## config.mk

```make
export PLATFORM = sky130hd
export DESIGN_NAME = rect_pulse_meter
export DESIGN_NICKNAME = d
export VERILOG_FILES = /design/src/rtl/rect_pulse_meter_pkg.sv /design/src/rtl/rect_edge_sync.sv /design/src/rtl/rect_pulse_meter.sv
export SDC_FILE = /design/constraint.sdc
export NUM_CORES = 1
export LEC_CHECK = 0
export ABC_AREA = 1
export CAP_MARGIN = 10
export CORE_MARGIN = 1.5
export CORE_UTILIZATION = 25
export DETAILED_ROUTE_END_ITERATION = 8
export SLEW_MARGIN = 25
export SYNTH_ARGS = -nofsm -noshare
export SYNTH_HDL_FRONTEND = slang
export SYNTH_SLANG_ARGS = --single-unit
```

## constraint.sdc

```tcl
create_clock -name clk -period 1.85 [get_ports clk]
set_input_delay 0.2775 -clock clk [delete_from_list [all_inputs] [get_ports clk]]
set_output_delay 0.2775 -clock clk [all_outputs]
set_load 0.02 [all_outputs]
```

## src/rtl/rect_pulse_meter_pkg.sv

```systemverilog
// Shared types for rect_pulse_meter: FSM state, measurement record and the
// saturating counter helpers.
package rect_pulse_meter_pkg;

  localparam int unsigned CNT_W_MAX = 32;

  typedef logic [CNT_W_MAX-1:0] cnt_t;

  typedef enum logic [1:0] {
    IDLE,
    WAIT_RISE,
    HIGH,
    LOW
  } state_t;

  typedef struct packed {
    cnt_t               td;
    cnt_t               th;
    cnt_t               tl;
    logic [CNT_W_MAX:0] period;
    logic               sat;
  } meas_rec_t;

  // All-ones value of a w-bit counter held in a cnt_t.
  function automatic cnt_t cnt_max(input int unsigned w);
    cnt_t m;
    m = '0;
    for (int unsigned i = 0; i < CNT_W_MAX; i++) begin
      if (i < w) m[i] = 1'b1;
    end
    return m;
  endfunction

  function automatic cnt_t sat_inc(input cnt_t v, input int unsigned w);
    return (v == cnt_max(w)) ? v : v + cnt_t'(1);
  endfunction

endpackage

```

## src/rtl/rect_edge_sync.sv

```systemverilog
// Synchronizer for sig_in, optional glitch filter (RECT_PULSE_METER_GLITCH_FILTER_EN),
// and single-cycle rise/fall strobes of the cleaned level.
module rect_edge_sync #(
  parameter int unsigned SYNC_STAGES = 2
`ifdef RECT_PULSE_METER_GLITCH_FILTER_EN
  , parameter int unsigned FILT_LEN  = 3
`endif
) (
  input  logic clk,
  input  logic rst_n,
  input  logic sig_in,
  output logic rise,
  output logic fall
);

  logic [SYNC_STAGES-1:0] sync_q;
  logic                   s;
  logic                   s_d1_q;

  always_ff @(posedge clk) begin
    if (!rst_n) sync_q <= '0;
    else        sync_q <= {sync_q[SYNC_STAGES-2:0], sig_in};
  end

`ifdef RECT_PULSE_METER_GLITCH_FILTER_EN
  localparam int unsigned FW = $clog2(FILT_LEN + 1);

  logic [FW-1:0] fcnt_q;
  logic          filt_q;

  // Level only follows the synchronizer after FILT_LEN consecutive disagreeing samples.
  always_ff @(posedge clk) begin
    if (!rst_n) begin
      filt_q <= 1'b0;
      fcnt_q <= '0;
    end else if (sync_q[SYNC_STAGES-1] == filt_q) begin
      fcnt_q <= '0;
    end else if (fcnt_q == FW'(FILT_LEN - 1)) begin
      filt_q <= sync_q[SYNC_STAGES-1];
      fcnt_q <= '0;
    end else begin
      fcnt_q <= fcnt_q + FW'(1);
    end
  end

  assign s = filt_q;
`else
  assign s = sync_q[SYNC_STAGES-1];
`endif

  always_ff @(posedge clk) begin
    if (!rst_n) s_d1_q <= 1'b0;
    else        s_d1_q <= s;
  end

  assign rise = s & ~s_d1_q;
  assign fall = ~s & s_d1_q;

endmodule

```

## src/rtl/rect_pulse_meter.sv

```systemverilog
// Pulse-train meter: delay to first rise, high/low time and period in clk cycles,
// delivered over valid/ready. Optional glitch filter: RECT_PULSE_METER_GLITCH_FILTER_EN.
module rect_pulse_meter
  import rect_pulse_meter_pkg::*;
#(
  parameter int unsigned CNT_W       = 16,
  parameter int unsigned SYNC_STAGES = 2,
  parameter int unsigned FILT_LEN    = 3
) (
  input  logic             clk,
  input  logic             rst_n,
  input  logic             en,
  input  logic             sig_in,
  output logic             meas_valid,
  input  logic             meas_ready,
  output logic [CNT_W-1:0] td_cyc,
  output logic [CNT_W-1:0] th_cyc,
  output logic [CNT_W-1:0] tl_cyc,
  output logic [CNT_W:0]   period_cyc,
  output logic             sat,
  output logic             overrun,
  output logic             busy
);

  localparam cnt_t MAX = cnt_max(CNT_W);

  logic      rise, fall;
  state_t    state_q, state_d;
  cnt_t      td_q, td_d, th_q, th_d, tl_q, tl_d;
  logic      sat_q, sat_d;
  logic      cap;
  meas_rec_t cap_rec, rec_q;
  logic      valid_q, ovr_q;

  rect_edge_sync #(
    .SYNC_STAGES(SYNC_STAGES)
`ifdef RECT_PULSE_METER_GLITCH_FILTER_EN
    , .FILT_LEN(FILT_LEN)
`endif
  ) u_edge_sync (
    .clk   (clk),
    .rst_n (rst_n),
    .sig_in(sig_in),
    .rise  (rise),
    .fall  (fall)
  );

  always_ff @(posedge clk) begin
    if (!rst_n) begin
      state_q <= IDLE;
      td_q    <= '0;
      th_q    <= '0;
      tl_q    <= '0;
      sat_q   <= 1'b0;
    end else begin
      state_q <= state_d;
      td_q    <= td_d;
      th_q    <= th_d;
      tl_q    <= tl_d;
      sat_q   <= sat_d;
    end
  end

  // The edge cycle itself counts toward the new phase, so a rise/fall loads 1.
  always_comb begin
    state_d = state_q;
    td_d    = td_q;
    th_d    = th_q;
    tl_d    = tl_q;
    sat_d   = sat_q;
    cap     = 1'b0;
    if (!en) begin
      state_d = IDLE;
      td_d    = '0;
      th_d    = '0;
      tl_d    = '0;
      sat_d   = 1'b0;
    end else begin
      unique case (state_q)
        IDLE: begin
          state_d = WAIT_RISE;
          td_d    = '0;
          th_d    = '0;
          tl_d    = '0;
          sat_d   = 1'b0;
        end
        WAIT_RISE: begin
          if (rise) begin
            state_d = HIGH;
            th_d    = cnt_t'(1);
          end else begin
            td_d  = sat_inc(td_q, CNT_W);
            sat_d = sat_q | (td_q == MAX);
          end
        end
        HIGH: begin
          if (fall) begin
            state_d = LOW;
            tl_d    = cnt_t'(1);
          end else begin
            th_d  = sat_inc(th_q, CNT_W);
            sat_d = sat_q | (th_q == MAX);
          end
        end
        LOW: begin
          if (rise) begin
            cap     = 1'b1;
            state_d = HIGH;
            td_d    = '0;
            th_d    = cnt_t'(1);
            tl_d    = '0;
            sat_d   = 1'b0;
          end else begin
            tl_d  = sat_inc(tl_q, CNT_W);
            sat_d = sat_q | (tl_q == MAX);
          end
        end
        default: state_d = IDLE;
      endcase
    end
  end

  assign cap_rec = '{td:     td_q,
                     th:     th_q,
                     tl:     tl_q,
                     period: {1'b0, th_q} + {1'b0, tl_q},
                     sat:    sat_q};

  // A transfer in the capture cycle frees the slot, so back-to-back records are kept.
  always_ff @(posedge clk) begin
    if (!rst_n) begin
      rec_q   <= '0;
      valid_q <= 1'b0;
      ovr_q   <= 1'b0;
    end else begin
      if (valid_q && meas_ready)  ovr_q <= 1'b0;
      else if (cap && valid_q)    ovr_q <= 1'b1;
      if (cap && (!valid_q || meas_ready)) begin
        rec_q   <= cap_rec;
        valid_q <= 1'b1;
      end else if (valid_q && meas_ready) begin
        valid_q <= 1'b0;
      end
    end
  end

  assign meas_valid = valid_q;
  assign td_cyc     = CNT_W'(rec_q.td);
  assign th_cyc     = CNT_W'(rec_q.th);
  assign tl_cyc     = CNT_W'(rec_q.tl);
  assign period_cyc = (CNT_W + 1)'(rec_q.period);
  assign sat        = rec_q.sat;
  assign overrun    = ovr_q;
  assign busy       = (state_q != IDLE);

endmodule

```

==> results.json, run 1 <==
{
  "status": "finished, final reports clean",
  "ys_seq_elements": 170,
  "track_usage_pct": 16.5,
  "path_delay_family": "buffers and inverters",
  "htreeDepth": 4,
  "relSlewSlack_pct": 68.1,
  "worst_slew_pin_slew_ns": 0.479,
  "final.min_clock_period_ns": 1.83,
  "r2r-end": "td_q[22]",
  "r2r_cells": 10,
  "synth_cells": 1564,
  "core_um2": 38700,
  "n_antenna_cell": 0,
  "cts_buffer_depth": 2,
  "via_count": 10916,
  "critPathLaunchType": "flop",
  "crit_end": "meas_valid",
  "endpoint_kind": "primary output",
  "fin_crit_sh_pct": 99.0,
  "placed_cell_area_um2": 12300,
  "hpwl_mm": 24.8,
  "crit_start": "meas_valid",
  "cts_buffers": 17,
  "worst_ir_drop_vdd_v": 0.000682,
  "setup.worst_path.class": "reg -> out",
  "r2r_start": "state_q[0]",
  "dp_cells": 2268,
  "place_congestion": 0.953,
  "grt_pass1_wl_mm": 54.0,
  "setup_viol": 0,
  "synth-edff-count": 0,
  "rows": 72,
  "insertion_delay_ns": 0.46,
  "drt_first_pass_iters": 5,
  "root_buffer": "clkbuf_16",
  "worst-path-buf-inv": 1,
  "numPortBuffers": 73,
  "netlist_top_cells_area": "dfxtp_1, nand2_1, nor2_1",
  "finalSetupTns_ns": 0,
  "timing.critical_path.required_ns": 1.57,
  "yosysTopAreaCell": "dfxtp_1",
  "area_delta_synth_final_pct": 41.1,
  "p_leak_nw": 5.27,
  "avgRoutedWirePerCell_um": 14.8,
  "async_reset_ff_share_pct": 0,
  "drv_cap": 0,
  "start_util_pct": 25.4,
  "r2r_slack_ns": 0.03,
  "hold_buffers": 0,
  "clock-skew-final_ns": 0.0196,
  "die_h_um": 202,
  "syn-num-nets": 1594,
  "holdWs_ns": 0.360,
  "rsz0062_at_grt": "true",
  "layout-drive-gt1-share_pct": 22.0,
  "overflow": 0,
  "path_max_fanout": 4,
  "fin_area_um2": 13900,
  "hold_viol": 0,
  "synthDistinctLibCells": 38,
  "routed_wl_mm": 34.5,
  "clk_pin_slew_ns": 0.08,
  "drc": 0,
  "ys_warn_count": 0,
  "finalPower_mw": 8.01,
  "slowest_stage": "clkdlybuf4s50_1",
  "powerDensity_nw_per_um2": 576,
  "cpPeakStageDelay_ns": 0.65,
  "worst_hold_path_type": "in -> reg",
  "via_per_inst": 4.69,
  "arrival_ns": 1.55,
  "die_w_um": 202,
  "cts_tree": "yes",
  "clkSinkCount": 170,
  "worstPathCellList": "clkdlybuf4s50_1",
  "synth_top_flop_cell": "dfxtp_1",
  "max_freq_mhz": 546,
  "fin_cells": 2328,
  "final_max_slew_viol_count": 0,
  "synth-seq-area-share_pct": 34.5,
  "synth_top_area_share_pct": 34.5,
  "grt_max_degree": 53,
  "drt_iter0_drc": 742,
  "layout.nets": 1827,
  "grt_pass1_vias": 10397,
  "ant_nets": 0,
  "syn_area_um2": 9850,
  "io_pins": 74,
  "avgSynthCellArea_um2": 6.30,
  "dieArea_um2": 40600,
  "worst-path-stages": 1,
  "grt_antenna_before_repair": 0
}
==> how the worst min path moves through the flow <==
| stage | slack, ns | depth (start not counted) | end | start |
|---|---|---|---|---|
| after global placement | 0.43 | 2 | u_edge_sync.s_d1_q | u_edge_sync.sync_q[1] |
| after global routing | 0.37 | 4 | u_edge_sync.s_d1_q | rst_n |
| after CTS | 0.33 | 4 | u_edge_sync.sync_q[0] | rst_n |
| final | 0.36 | 4 | u_edge_sync.sync_q[0] | rst_n |
| after floorplan | 0.38 | 2 | u_edge_sync.sync_q[0] | sig_in |
| after detailed placement | 0.44 | 2 | u_edge_sync.s_d1_q | u_edge_sync.sync_q[1] |
==> placed cells by master, fill, tap and decap left out, drive strengths merged, types with 10 or more instances in the layout <==
master	instances
a21oi	139
buf	186
clkbuf	21
clkdlybuf4s50	71
dfxtp	170
ha	24
inv	181
nand2	446
nand3	120
nand4	36
nor2	221
nor3	49
o21ai	89
xor2	10
==> per-layer routing <==
layer / GRT usage [%] / routed length [um]
met1: 21.7 / 16000
met4: 5.70 / 850
met3: 3.26 / 1870
met2: 26.9 / 15800
met5: 0 / 0
==> Yosys cell counts (all sizes together) (2+ instances only) <==
library cell and n:
nand2 444, nor2 221, inv 175, dfxtp 170, a21oi 139, nand3 120, o21ai 89, nor3 49
nand4 36, buf 28, ha 24, clkbuf 22, xor2 10, o21bai 9, xnor2 8, and3 4
a21o 3, o211ai 3, o21a 3, or2 2
==> area by class of cell <==
type                       count  area [um^2]
clock buffer                  18          429
tap                          518          648
sequential                   170         3460
timing repair buffer         261         2410
fill                        4074        24800
inverter                     175          673
multi-input combinational   1171         6130
clock inverter                14          146
timing repair inverter         1         7.51
==> timing repair <==
action | CTS | global route
gates cloned | 5 | 5
setup endpoints to repair | 103 | 159
buffers inserted | 4 | 15
pin swaps | 7 | 33
resized for setup | 45 | 163
==> sequential cells by signal (all words and copies together), names as in the netlist <==
register            cells
td_q                   32
th_q                   32
meas_valid              1
period_cyc             17
sat_q                   1
th_cyc                 16
state_q                 2
u_edge_sync.s_d1_q      1
overrun                 1
u_edge_sync.sync_q      2
td_cyc                 16
tl_q                   32
tl_cyc                 16
sat                     1
==> logic make-up after synthesis <==
| group | Yosys count | share of synthesized area [%] |
|---|---|---|
| AND/OR/NAND/NOR | 878 | 37.9 |
| AO/OA/AOI/OAI | 248 | 13.3 |
| buffers and inverters | 225 | 9.43 |
| flip-flops | 170 | 34.5 |
| adder cells (fa/ha/maj) | 25 | 3.25 |
| XOR/XNOR | 18 | 1.60 |
==> where the power goes <==
| part | switching, mW | internal (mW) | total, mW |
|---|---|---|---|
| combinational | 0.410 | 0.289 | 0.700 |
| clock | 1.83 | 1.80 | 3.63 |
| sequential | 0.0160 | 3.66 | 3.68 |
==> stage by stage <==
step	utilization, %	setup slack (ns)
after detailed placement	31.7	-0.137
after floorplan	-	0.0495
after global routing	35.9	-0.0848
after CTS	34.0	-0.0258
final	35.9	0.0189
after global placement	31.7	-0.0559
(Power assumes the default switching activity.)
==> run 2, diff against run 1 <==
CORE_UTILIZATION = 40   (was 25)
clock period = 1.9 ns   (was 1.85 ns; I/O delays follow)
==> results.json, run 2 (same netlist as run 1, synthesis figures left out) <==
{
  "drc": 0,
  "setup_viol": 0,
  "grt_max_degree": 53,
  "avgRoutedWirePerCell_um": 14.8,
  "r2r_cells": 12,
  "mostFrequentLayoutCells": "nand2_1, nor2_1, inv_1",
  "rows": 57,
  "worstPathCellList": "ha_2 -> nand2_2 -> nor2_4 -> nand2_1 -> nor2_1 -> nand3_1 -> nand3_2 -> buf_6 -> buf_4 -> o21ai_0 -> nand2_1 -> nor2_1",
  "die_h_um": 160,
  "drt_first_pass_iters": 5,
  "numPortBuffers": 73,
  "slowest_stage": "dfxtp_4",
  "worst_ir_drop_vdd_v": 0.000534,
  "relSlewSlack_pct": 67.6,
  "path_delay_family": "simple AND/OR/NAND/NOR gates",
  "endpoint_kind": "flop",
  "cts_tree": "yes",
  "top_regs": "td_q x32, th_q x32, tl_q x32",
  "r2r_slack_ns": 0.04,
  "crit_start": "th_q[0]",
  "overflow": 0,
  "drv_cap": 0,
  "core_um2": 24200,
  "holdWs_ns": 0.379,
  "worst_hold_path_type": "in -> reg",
  "setup.worst_path.class": "reg -> reg",
  "utilization_pct": 53.7,
  "grt_pass1_wl_mm": 49.9,
  "hold_buffers": 0,
  "grt_pass1_vias": 9750,
  "crit_end": "th_q[7]",
  "status": "finished, final reports clean",
  "root_buffer": "clkbuf_16",
  "ant_nets": 0,
  "fin_crit_sh_pct": 97.7,
  "area_delta_synth_final_pct": 32.2,
  "drt_iter0_drc": 941,
  "layout-drive-gt1-share_pct": 17.1,
  "place_congestion": 0.932,
  "placed_cell_area_um2": 11800,
  "timing.critical_path.required_ns": 2.22,
  "fillers": 2448,
  "cts_buffers": 17,
  "arrival_ns": 2.18,
  "rsz0062_at_grt": "true",
  "cts_buffer_depth": 2,
  "n_antenna_cell": 0,
  "path_max_fanout": 8,
  "hpwl_mm": 23.2,
  "layout.nets": 1789,
  "clock-skew-final_ns": 0.0129,
  "grt_antenna_before_repair": 0,
  "powerDensity_nw_per_um2": 597,
  "fin_area_um2": 13000,
  "final_max_slew_viol_count": 0,
  "fin_ws_ns": 0.0435,
  "worst-path-buf-inv": 2,
  "die_w_um": 160,
  "dp_slack_ns": -0.125,
  "layout_commonest_cell": "nand2_1",
  "dieArea_um2": 25600,
  "routed_wl_mm": 31.1,
  "hold_viol": 0,
  "hold-path-cell-count": 4,
  "insertion_delay_ns": 0.44,
  "clk_pin_slew_ns": 0.07,
  "cpPeakStageDelay_ns": 0.36,
  "track_usage_pct": 24.3,
  "r2r_start": "th_q[0]",
  "critPathLaunchType": "flop",
  "clkSinkCount": 170,
  "start_util_pct": 40.6,
  "fin_cells": 2096,
  "final.min_clock_period_ns": 1.86,
  "r2r-end": "th_q[7]",
  "p_leak_nw": 5.06,
  "worst-path-stages": 12,
  "dp_cells": 2049,
  "htreeDepth": 4,
  "via_per_inst": 5.05,
  "io_pins": 74,
  "worst_slew_pin_slew_ns": 0.486,
  "max_freq_mhz": 539,
  "via_count": 10584
}
[run 2: how the worst min path moves through the flow]
stage | slack [ns] | from | endpoint
after floorplan | 0.38 | sig_in | u_edge_sync.sync_q[0]
after global placement | 0.39 | u_edge_sync.sync_q[0] | u_edge_sync.sync_q[1]
after detailed placement | 0.41 | u_edge_sync.sync_q[0] | u_edge_sync.sync_q[1]
after CTS | 0.36 | rst_n | th_q[11]
after global routing | 0.39 | rst_n | th_q[4]
final | 0.38 | rst_n | th_q[12]
[run 2: power breakdown]
| group | switching (mW) | leakage (nW) | internal, mW |
|---|---|---|---|
| Clock | 1.60 | 0.288 | 2.00 |
| Sequential | 0.0122 | 1.38 | 3.57 |
| Combinational | 0.358 | 3.39 | 0.233 |
| Total | 1.97 | 5.06 | 5.81 |
[run 2: worst register-to-register path, cell delays in order, from the launching register on]
cell,delay [ns]
dfxtp_4,0.36
ha_2,0.18
nand2_2,0.08
nor2_4,0.13
nand2_1,0.08
nor2_1,0.10
nand3_1,0.16
nand3_2,0.14
buf_6,0.17
buf_4,0.13
o21ai_0,0.08
nand2_1,0.09
nor2_1,0.04
[run 2: timing repair]
action / in CTS / in global routing
buffers inserted: 1 / 9
hold endpoints to repair: 0 / 0
pin swaps: 3 / 21
cloned: 3 / 2
gates resized for setup: 20 / 113
endpoints found under the setup margin: 45 / 153
[run 2: routing by layer]
| layer | global-route usage, % | share of wire (%) |
|---|---|---|
| met1 | 33.3 | 47 |
| met5 | 0 | 0 |
| met3 | 4.49 | 5.4 |
| met4 | 6.41 | 1.9 |
| met2 | 39.1 | 45 |
[run 2: cell type report]
class	instances	area [um^2]	share of cell area, %
Multi-Input combinational cell	1171	5870	45.1
Sequential cell	170	3430	26.4
Timing Repair Buffer	223	2030	15.6
Inverter	175	673	5.17
Clock buffer	18	439	3.37
Tap cell	324	405	3.11
Clock inverter	14	163	1.25
Timing Repair inverter	1	7.51	0.0576
[run 2: through the flow]
step | power [mW] | setup TNS [ns]
floorplan | 3.92 | 0
global placement | 4.13 | -1.70
detailed placement | 4.14 | -4.33
CTS | 7.73 | -0.321
global route | 8.06 | -1.27
finish | 7.78 | 0
==> run 3, diff against run 2 <==
CORE_MARGIN = 2   (was 1.5)
clock period = 2.38 ns   (was 1.9 ns; I/O delays follow)
==> results.json, run 3 (same netlist as run 1, synthesis figures left out) <==
{
  "arrival_ns": 1.88,
  "finalPower_mw": 6.08,
  "fin_crit_sh_pct": 93.9,
  "setup.worst_path.class": "reg -> out",
  "n_antenna_cell": 0,
  "start_util_pct": 40.6,
  "grt_pass1_wl_mm": 48.6,
  "relSlewSlack_pct": 51.9,
  "fin_area_um2": 11800,
  "via_per_inst": 5.08,
  "finalSetupTns_ns": 0,
  "cts_buffer_depth": 2,
  "layout_commonest_cell": "nand2_1",
  "p_leak_nw": 4.45,
  "dp_slack_ns": 0.109,
  "root_buffer": "clkbuf_16",
  "rsz0062_at_grt": "false",
  "ant_nets": 0,
  "hold_viol": 0,
  "area_delta_synth_final_pct": 20.2,
  "dieArea_um2": 25900,
  "die_h_um": 161,
  "drt_first_pass_iters": 5,
  "cts_tree": "yes",
  "die_w_um": 161,
  "routed_wl_mm": 29.6,
  "io_pins": 74,
  "path_max_fanout": 3,
  "powerDensity_nw_per_um2": 513,
  "track_usage_pct": 23.1,
  "worst_hold_path_type": "reg -> reg",
  "layout-drive-gt1-share_pct": 7.98,
  "critPathLaunchType": "flop",
  "holdWs_ns": 0.413,
  "worst_ir_drop_vdd_v": 0.000419,
  "hold-path-cell-count": 2,
  "fillers": 2541,
  "mostFrequentLayoutCells": "nand2_1, nor2_1, dfxtp_1",
  "layout.nets": 1696,
  "grt_pass1_vias": 9568,
  "hpwl_mm": 22.4,
  "rows": 57,
  "insertion_delay_ns": 0.44,
  "avgRoutedWirePerCell_um": 14.8,
  "drv_cap": 0,
  "fin_ws_ns": 0.144,
  "endpoint_kind": "primary output",
  "numPortBuffers": 73,
  "final_max_slew_viol_count": 0,
  "r2r_cells": 12,
  "placed_cell_area_um2": 11200,
  "drc": 0,
  "overflow": 0,
  "setup_viol": 0,
  "grt_antenna_before_repair": 0,
  "grt_max_degree": 62,
  "htreeDepth": 4,
  "status": "finished, final reports clean",
  "drt_iter0_drc": 735,
  "clk_pin_slew_ns": 0.07,
  "clkSinkCount": 170,
  "cts_buffers": 17,
  "max_freq_mhz": 447,
  "top_regs": "td_q x32, th_q x32, tl_q x32",
  "final.min_clock_period_ns": 2.24,
  "timing.critical_path.required_ns": 2.02,
  "via_count": 10180,
  "clock-skew-final_ns": 0.0126,
  "place_congestion": 0.946,
  "core_um2": 24200,
  "worst_slew_pin_slew_ns": 0.719,
  "hold_buffers": 0
}
-- run 3: worst max-delay path: stages (launching register included) --
cell	delay, ns
dfxtp_1	0.36
inv_1	0.07
buf_4	0.14
ha_1	0.22
inv_1	0.06
clkdlybuf4s50_1	0.59
-- run 3: final cells by class --
type	instances	area (um^2)	share of cell area, %
inverters	175	667	5.63
well taps	324	405	3.42
multi-input cells	1169	5560	46.9
flip-flops and latches	170	3400	28.7
clock inverters	14	161	1.36
repair inverters	1	7.51	0.0634
repair buffers	132	1210	10.2
clock buffers	18	439	3.71
-- run 3: metrics by stage --
stage                     cells  utilization (%)
after global placement     1968             46.1
after floorplan            1564                -
after CTS                  2000             48.6
after global routing       2003             48.9
final                      2003             48.9
after detailed placement   1968             46.1
-- run 3: report_power, final --
part           switching (mW)  internal [mW]  leakage, nW
combinational           0.236         0.0966         2.79
sequential            0.00644           2.85         1.37
clock                    1.29           1.60        0.283
total                    1.53           4.55         4.45
-- run 3: worst paths after layout --
path / from / endpoint / slack, ns
setup / recovery: state_q[0] / busy / 0.14
hold reg to reg: u_edge_sync.sync_q[0] / u_edge_sync.sync_q[1] / 0.41
hold / removal: u_edge_sync.sync_q[0] / u_edge_sync.sync_q[1] / 0.41
setup reg to reg: tl_q[0] / tl_q[17] / 0.15
-- run 3: metal layers --
layer	track usage, %	up-vias	share of wire (%)
met1	31.0	4631	48
met2	38.1	240	45
li1	-	5268	-
met3	3.02	41	4.3
met4	8.60	0	2.5
met5	0	-	0
-- run 3: what timing repair did --
item,4_1_cts,5_1_grt
gates resized for setup,0,10
setup endpoints to repair,0,22
buffers inserted,0,2
